==> config.mk <==
export PLATFORM = sky130hd
export DESIGN_NAME = pc_fetch
export DESIGN_NICKNAME = d
export VERILOG_FILES = /design/src/rtl/pc_fetch.sv
export SDC_FILE = /design/constraint.sdc
export NUM_CORES = 1
export LEC_CHECK = 0
export CELL_PAD_IN_SITES_DETAIL_PLACEMENT = 1
export CELL_PAD_IN_SITES_GLOBAL_PLACEMENT = 2
export CORE_UTILIZATION = 26
export CTS_CLUSTER_DIAMETER = 100
export DETAILED_ROUTE_END_ITERATION = 12
export HOLD_SLACK_MARGIN = 0.12
export PLACE_DENSITY_LB_ADDON = 0.3
export REMOVE_ABC_BUFFERS = 1
export SETUP_SLACK_MARGIN = 0.5
export SYNTH_ARGS = -nofsm -noshare
export SYNTH_HDL_FRONTEND = slang
export SYNTH_SLANG_ARGS = --single-unit
==> constraint.sdc <==
create_clock -name clock -period 1.9 [get_ports clock]
set_clock_uncertainty 0.05 [all_clocks]
set_input_delay 0.19 -clock clock [delete_from_list [all_inputs] [get_ports clock]]
set_output_delay 0.19 -clock clock [all_outputs]
set_load 0.05 [all_outputs]
==> src/rtl/pc_fetch.sv <==
// pc_fetch: program-counter and fetch-qualification unit.
//
// Produces the instruction-memory fetch address and handles redirects
// (jump, taken branch), stalls and halt. A one-cycle BUBBLE follows every
// redirect, squashing the instruction already in flight from the
// synchronous-read instruction memory.
//
// Ports:
//   clock          system clock, rising-edge active
//   reset          asynchronous active-low reset
//   stall          hold pc and state; no valid fetch this cycle
//   branch_taken   redirect to branch_base + branch_offset (mod 4096)
//   branch_base    pc+1 of the resolved branch
//   branch_offset  two's-complement displacement
//   jump           redirect to jump_target (J/JAL/JR, target muxed upstream)
//   jump_target    absolute jump address
//   halt_req       stop fetching until reset
//   pc             current fetch address
//   pc_plus1       (pc + 1) mod 4096, combinational
//   fetch_valid    returned instruction is architecturally valid
//   halted         block is in HALT
//   fetch_count    saturating count of cycles with fetch_valid=1
module pc_fetch (
   input  logic        clock,
   input  logic        reset,
   input  logic        stall,
   input  logic        branch_taken,
   input  logic [11:0] branch_base,
   input  logic [11:0] branch_offset,
   input  logic        jump,
   input  logic [11:0] jump_target,
   input  logic        halt_req,
   output logic [11:0] pc,
   output logic [11:0] pc_plus1,
   output logic        fetch_valid,
   output logic        halted,
   output logic [15:0] fetch_count
);

   typedef enum logic [1:0] {StRun, StBubble, StHalt} state_e;

   state_e      state_q;
   // Set only by reset: the bubble that follows reset moves to RUN without
   // advancing pc, so address 0x000 is fetched first. Redirect bubbles do
   // advance pc on exit.
   logic        boot_q;
   logic [11:0] branch_target;

   assign pc_plus1      = pc + 12'd1;
   assign branch_target = branch_base + branch_offset;  // carry discarded
   assign fetch_valid   = (state_q == StRun) && !stall;

   always_ff @(posedge clock or negedge reset) begin
      if (!reset) begin
         pc          <= 12'h000;
         state_q     <= StBubble;
         boot_q      <= 1'b1;
         halted      <= 1'b0;
         fetch_count <= 16'h0000;
      end else begin
         if (fetch_valid && (fetch_count != 16'hFFFF)) begin
            fetch_count <= fetch_count + 16'd1;
         end

         unique case (state_q)
            StRun, StBubble: begin
               if (halt_req) begin
                  state_q <= StHalt;
                  halted  <= 1'b1;
               end else if (jump) begin
                  pc      <= jump_target;
                  state_q <= StBubble;
                  boot_q  <= 1'b0;
               end else if (branch_taken) begin
                  pc      <= branch_target;
                  state_q <= StBubble;
                  boot_q  <= 1'b0;
               end else if (stall) begin
                  // hold pc, state and boot flag
               end else begin
                  if (!(state_q == StBubble && boot_q)) begin
                     pc <= pc_plus1;
                  end
                  state_q <= StRun;
                  boot_q  <= 1'b0;
               end
            end
            default: begin
               // HALT: only reset leaves it
            end
         endcase
      end
   end

endmodule

==> results of run 1 <==
## synth_stat cells, drive strengths merged
master,instances
nor2,22
o31ai,1
clkinv,1
o21ai,20
a41oi,1
and3b,1
inv,10
a211o,4
o31a,1
mux2i,3
nand4,7
a31oi,2
nor2b,5
dfrtp,30
xnor2,20
o22ai,2
ha,13
nand3,11
buf,1
and3,4
clkbuf,4
o32a,1
nor4,2
a21boi,3
nor3,5
xor2,10
o221ai,1
nand2,22
fa,1
or2,2
a211oi,1
a21o,5
a22oi,3
o21a,5
dfstp,2
mux2,2
a21oi,16
o21bai,2
a32oi,1
or3,2
## sequential cells by signal, indices dropped and copies added (netlist names)
register and flops:
halted 1, boot_q 1, fetch_count 16, pc 12, state_q 2
## power groups by stage
stage               Combinational, mW  Sequential, mW  Clock (mW)
floorplan                       0.438           0.948           0
global placement                 1.22           0.779           0
detailed placement               1.24           0.781           0
CTS                              1.44           0.780       0.666
global route                     1.68           0.789       0.704
finish                           1.59           0.783       0.671
## critical path: stages (launching register included)
cell and delay (ns):
dfrtp_1 0.37, nand3_1 0.15, nor2_1 0.26, nand4_1 0.20, xnor2_2 0.21, buf_4 0.16, buf_12 0.13
## kinds of logic (layout without fill, tap and decap cells)
family | count (synthesis) | in the layout
flip-flops | 32 | 32
buffers and inverters | 16 | 209
AO/OA/AOI/OAI | 69 | 69
adder cells (fa/ha/maj) | 14 | 14
multiplexers | 5 | 5
XOR/XNOR | 30 | 30
AND/OR/NAND/NOR | 83 | 83
## routing by layer
layer / up-vias / wire, µm
met5: - / 0
met4: 0 / 141
met3: 10 / 342
met2: 68 / 5680
met1: 1338 / 4060
li1: 1276 / -
## layout make-up
cell class | instances | area, µm²
Fill cell | 898 | 3440
Clock inverter | 2 | 35.0
Clock buffer | 6 | 72.6
Tap cell | 105 | 131
Inverter | 11 | 46.3
Multi-Input combinational cell | 201 | 1940
Sequential cell | 32 | 812
Timing Repair Buffer | 190 | 1820
## per-stage QoR
| stage | power (mW) | worst slack [ns] | std cells |
|---|---|---|---|
| 2_1_floorplan | 1.39 | -0.867 | 244 |
| 3_3_place_gp | 2.00 | -0.486 | 481 |
| 3_5_place_dp | 2.02 | -0.575 | 481 |
| 4_1_cts | 2.89 | -0.0398 | 522 |
| 5_1_grt | 3.17 | -0.216 | 547 |
| 6_report | 3.04 | -0.103 | 547 |
## timing repair
action / CTS / global route
resized for setup: 266 / 66
endpoints found under the hold margin: 0 / 0
setup endpoints to repair: 61 / 52
pin swaps: 68 / 40
cloned: 1 / 0
buffers inserted: 32 / 25
## path summary, 6_finish.rpt
check | start | end | cells past startpoint
hold reg to reg | halted | halted | 1
max in group asynchronous | reset | state_q[0] | 2
setup reg to reg | state_q[1] | fetch_count[6] | 8
hold / removal | reset | fetch_count[9] | 2
setup / recovery | pc[6] | pc_plus1[10] | 6
min in group clock | branch_offset[0] | pc[0] | 4
==> impl_metrics.ini, run 1 <==
[power_and_ir_drop]
peakVddDrop_mv = 0.273
combPwrFrac_pct = 52.2
switching_power_mw = 1.15
pwr-share-clk_pct = 22.0
switching_share_pct = 37.7
leakagePower_nw = 2.26
internal-power_mw = 1.90
seqPwrFrac_pct = 25.7
power_density_mw_per_mm2 = 626

[sta]
finalHoldViolations = 0
fin_crit_ns = 2.00
worst_pin_slew_ns = 0.435
setup_slack_ns = -0.103
setup_viol = 6
fin_tns_setup_ns = -0.398
fin_crit_sh_pct = 105
fmax_ghz = 0.499
max_slew_margin_pct = 71.0
whs_ns = 0.250
finalMaxSlewViolations = 0
rsz0062_at_grt = yes

[synthesis]
synth_cell_types = 52
synth_compound_area_share_pct = 19.7
syn_area_mm2 = 0.00226
ys_ff_latch = 32
yosys.area.top_type = dfrtp_1
synthMuxAreaShare_pct = 2.33
synth_top_family_by_area = simple AND/OR/NAND/NOR gates
yosys.area_share.simple_pct = 19.8
yosys_warnings = 0
synthCells = 249
synthAdderAreaFrac_pct = 8.09
yosysTopAreaCellShare_pct = 33.2
yosys-top-cells-area = dfrtp_1 (33%), xnor2_1 (7.8%), ha_1 (7.2%)
yosysSeqAreaShare_pct = 35.6
postSynthAreaPerCell_um2 = 9.07
synth_xor_area_share_pct = 11.6

[global_route]
use_met2_pct = 38.0
grt_pass1_wl_um = 14100
grt-busiest-layer = met2
track_usage_pct = 20.6
overflow = 0
antenna_found_initial = 0
grt_pass1_vias = 2790
met3_usage_pct = 4.15
grtUsageMet1_pct = 23.9
grt_max_degree = 33

[floorplan]
die_area_mm2 = 0.00906
ios = 84
start_util_pct = 27.2
core_mm2 = 0.00830
die_w_um = 95.2
dieHeight_um = 95.2
rows = 33

[final_layout]
post_route_cells_drive_above_1_share_pct = 60.4
layout_common_cells = buf_4 (77), buf_6 (45), dfrtp_1 (23)
nNetsFinal = 497
postLayoutCoreUtil_pct = 58.5
diodes = 0
final_area_mm2 = 0.00486
syn_to_final_growth_pct = 115
final_common_cell = buf_4

[detailed_routing]
post_drt_wl_per_cell_um = 18.7
drt_iter0_drc = 55
drt-total-wl_um = 10200
via_count = 2692
drcViolationCount = 0
ant_nets = 0
viasPerCell = 4.92
dr.pass1.iters = 4

[placement]
io_buffers = 83
dpl_cell_area_mm2 = 0.00367
dp_hpwl_um = 5960
gp_congestion = 0.765

[setup_path]
worstSetupEndpointType = output pin
setup.worst_path.class = flip-flop to output pin
cp.required_ns = 1.66
crit_fanout = 2
r2r_slack_ns = -0.04
crit_arrival_ns = 1.76
worstSetupStartpointType = flip-flop

[min_path]
hold_path_class = input port to asynchronous set/reset pin

[clock_network]
clockBufferDepth = 2
cts_sinks = 32
worstSkewPairLatency_ns = 0.29
cts-hold-fix-buffers = 0
cts_tree = built
cts_buffers = 5
clk_pin_slew_worst_paths_ns = 0.07
cts-root-buf = clkbuf_8
cts-htree-levels = 2

[run]
cap_violations = 0

[run_status]
status = complete, but fails checks
failed_checks = setup timing
Power figures use the tool's default switching activity.
==> run 2: changes to the inputs <==
- CORE_UTILIZATION: 26 -> 23
- clock period: 1.9 -> 1.8 ns (I/O delays scaled with it)
==> run 2 against run 1 <==
Compared with the run above: the run still ends with setup timing left; combinational power rose by 8%; clock power fell by 19%; sequential power rose by 6.8%; cell count rose by 4.0%; non-clock buffer count fell by 2; setup slack got worse by 0.033 ns; flip-flop and latch count did not move; wire length fell by 6.0%; critical endpoint unchanged; largest cell class unchanged.
==> impl_metrics.ini, run 2 (synthesis gave the netlist of run 1 again) <==
[run_status]
status = complete, but fails checks
failed_checks = setup timing

[setup_path]
crit_fanout = 5
crit_arrival_ns = 1.71
worstSetupEndpointType = output pin
worstSetupStartpointType = flip-flop
setup.worst_path.class = flip-flop to output pin
r2r_slack_ns = -0.01
cp.required_ns = 1.57

[sta]
setup_viol = 8
whs_ns = 0.261
finalMaxSlewViolations = 0
fmax_ghz = 0.516
finalHoldViolations = 0
worst_pin_slew_ns = 0.428
fin_crit_sh_pct = 108
fin_crit_ns = 1.94
setup_slack_ns = -0.136
max_slew_margin_pct = 71.5
rsz0062_at_grt = yes

[placement]
pre_cts_ws_ns = -0.669
dp_cells = 512
dp_hpwl_um = 6100
io_buffers = 83
gp_congestion = 0.782
dpl_cell_area_mm2 = 0.00371

[global_route]
grt_pass1_wl_um = 14400
track_usage_pct = 18.4
antenna_found_initial = 0
overflow = 0
grt_pass1_vias = 2879
grt_max_degree = 33

[detailed_routing]
post_drt_wl_per_cell_um = 16.9
via_count = 2675
dr.pass1.iters = 4
drt-total-wl_um = 9620
viasPerCell = 4.70
drt_iter0_drc = 77
ant_nets = 0
drcViolationCount = 0

[clock_network]
cts-root-buf = clkbuf_8
cts_sinks = 32
cts_tree = built
cts-htree-levels = 2
clk_pin_slew_worst_paths_ns = 0.08
clockBufferDepth = 2
worstSkewPairLatency_ns = 0.29
cts_buffers = 5

[final_layout]
diodes = 0
reg_top3 = fetch_count: 16 flops, pc: 12 flops, state_q: 2 flops
top_register = fetch_count
syn_to_final_growth_pct = 122
final_common_cell = buf_4
final_cells = 569
largest_register_ffs = 16
nNetsFinal = 495
post_route_cells_drive_above_1_share_pct = 62.0
layout_common_cells = buf_4 (80), buf_6 (53), dfrtp_1 (25)
final_area_mm2 = 0.00501

[floorplan]
core_mm2 = 0.00937
die_w_um = 101
ios = 84
start_util_pct = 24.1
rows = 35
die_area_mm2 = 0.0102
dieHeight_um = 101

[power_and_ir_drop]
leakagePower_nw = 2.25
power_density_mw_per_mm2 = 619
power.total_mw = 3.10
peakVddDrop_mv = 0.290

[run]
cap_violations = 0

[min_path]
hold_path_class = input port to asynchronous set/reset pin
## run 2: per-stage QoR
step | utilization, % | TNS (ns)
after floorplan | - | -12.17
after global placement | 39.5 | -6.45
after detailed placement | 39.5 | -7.00
after CTS | 48.2 | -0.565
after global routing | 53.4 | -1.21
final | 53.4 | -0.482
## run 2: where the power goes
part | leakage, nW | internal (mW) | switching [mW]
logic | 1.80 | 0.851 | 0.865
clock network | 0.0422 | 0.272 | 0.275
registers | 0.407 | 0.768 | 0.0683
## run 2: what timing repair did
action | CTS | global route
buffers inserted | 28 | 18
hold buffers | 0 | 0
endpoints found under the setup margin | 45 | 48
resized for setup | 213 | 76
pin swaps | 77 | 52
gates cloned | 2 | 1
## run 2: critical path, stage by stage (launching register included)
cell	delay, ns
dfrtp_2	0.42
buf_6	0.13
ha_4	0.18
nand4_1	0.18
xnor2_1	0.23
buf_4	0.16
buf_12	0.13
## run 2: final timing paths
kind / startpoint / to / cells past startpoint
setup / recovery: pc[0] / pc_plus1[10] / 6
hold / removal: reset / fetch_count[1] / 2
setup reg to reg: state_q[0] / fetch_count[11] / 7
hold reg to reg: halted / halted / 1
max in group asynchronous: reset / fetch_count[12] / 2
min in group clock: branch_base[0] / pc[0] / 4
## run 2: cell type report
cell class	instances	area, µm²
fill	1053	4360
multi-input combinational	201	2040
timing repair buffer	188	1860
sequential	32	810
tap	129	161
clock buffer	7	76.3
inverter	11	48.8
clock inverter	1	5.00
## run 2: per-layer routing
layer / share of wire, % / global-route usage (%) / vias up
li1: - / - / 1268
met3: 2.7 / 2.70 / 8
met4: 1.0 / 4.91 / 0
met2: 57 / 36.5 / 55
met1: 40 / 20.1 / 1344
met5: 0 / 0 / -
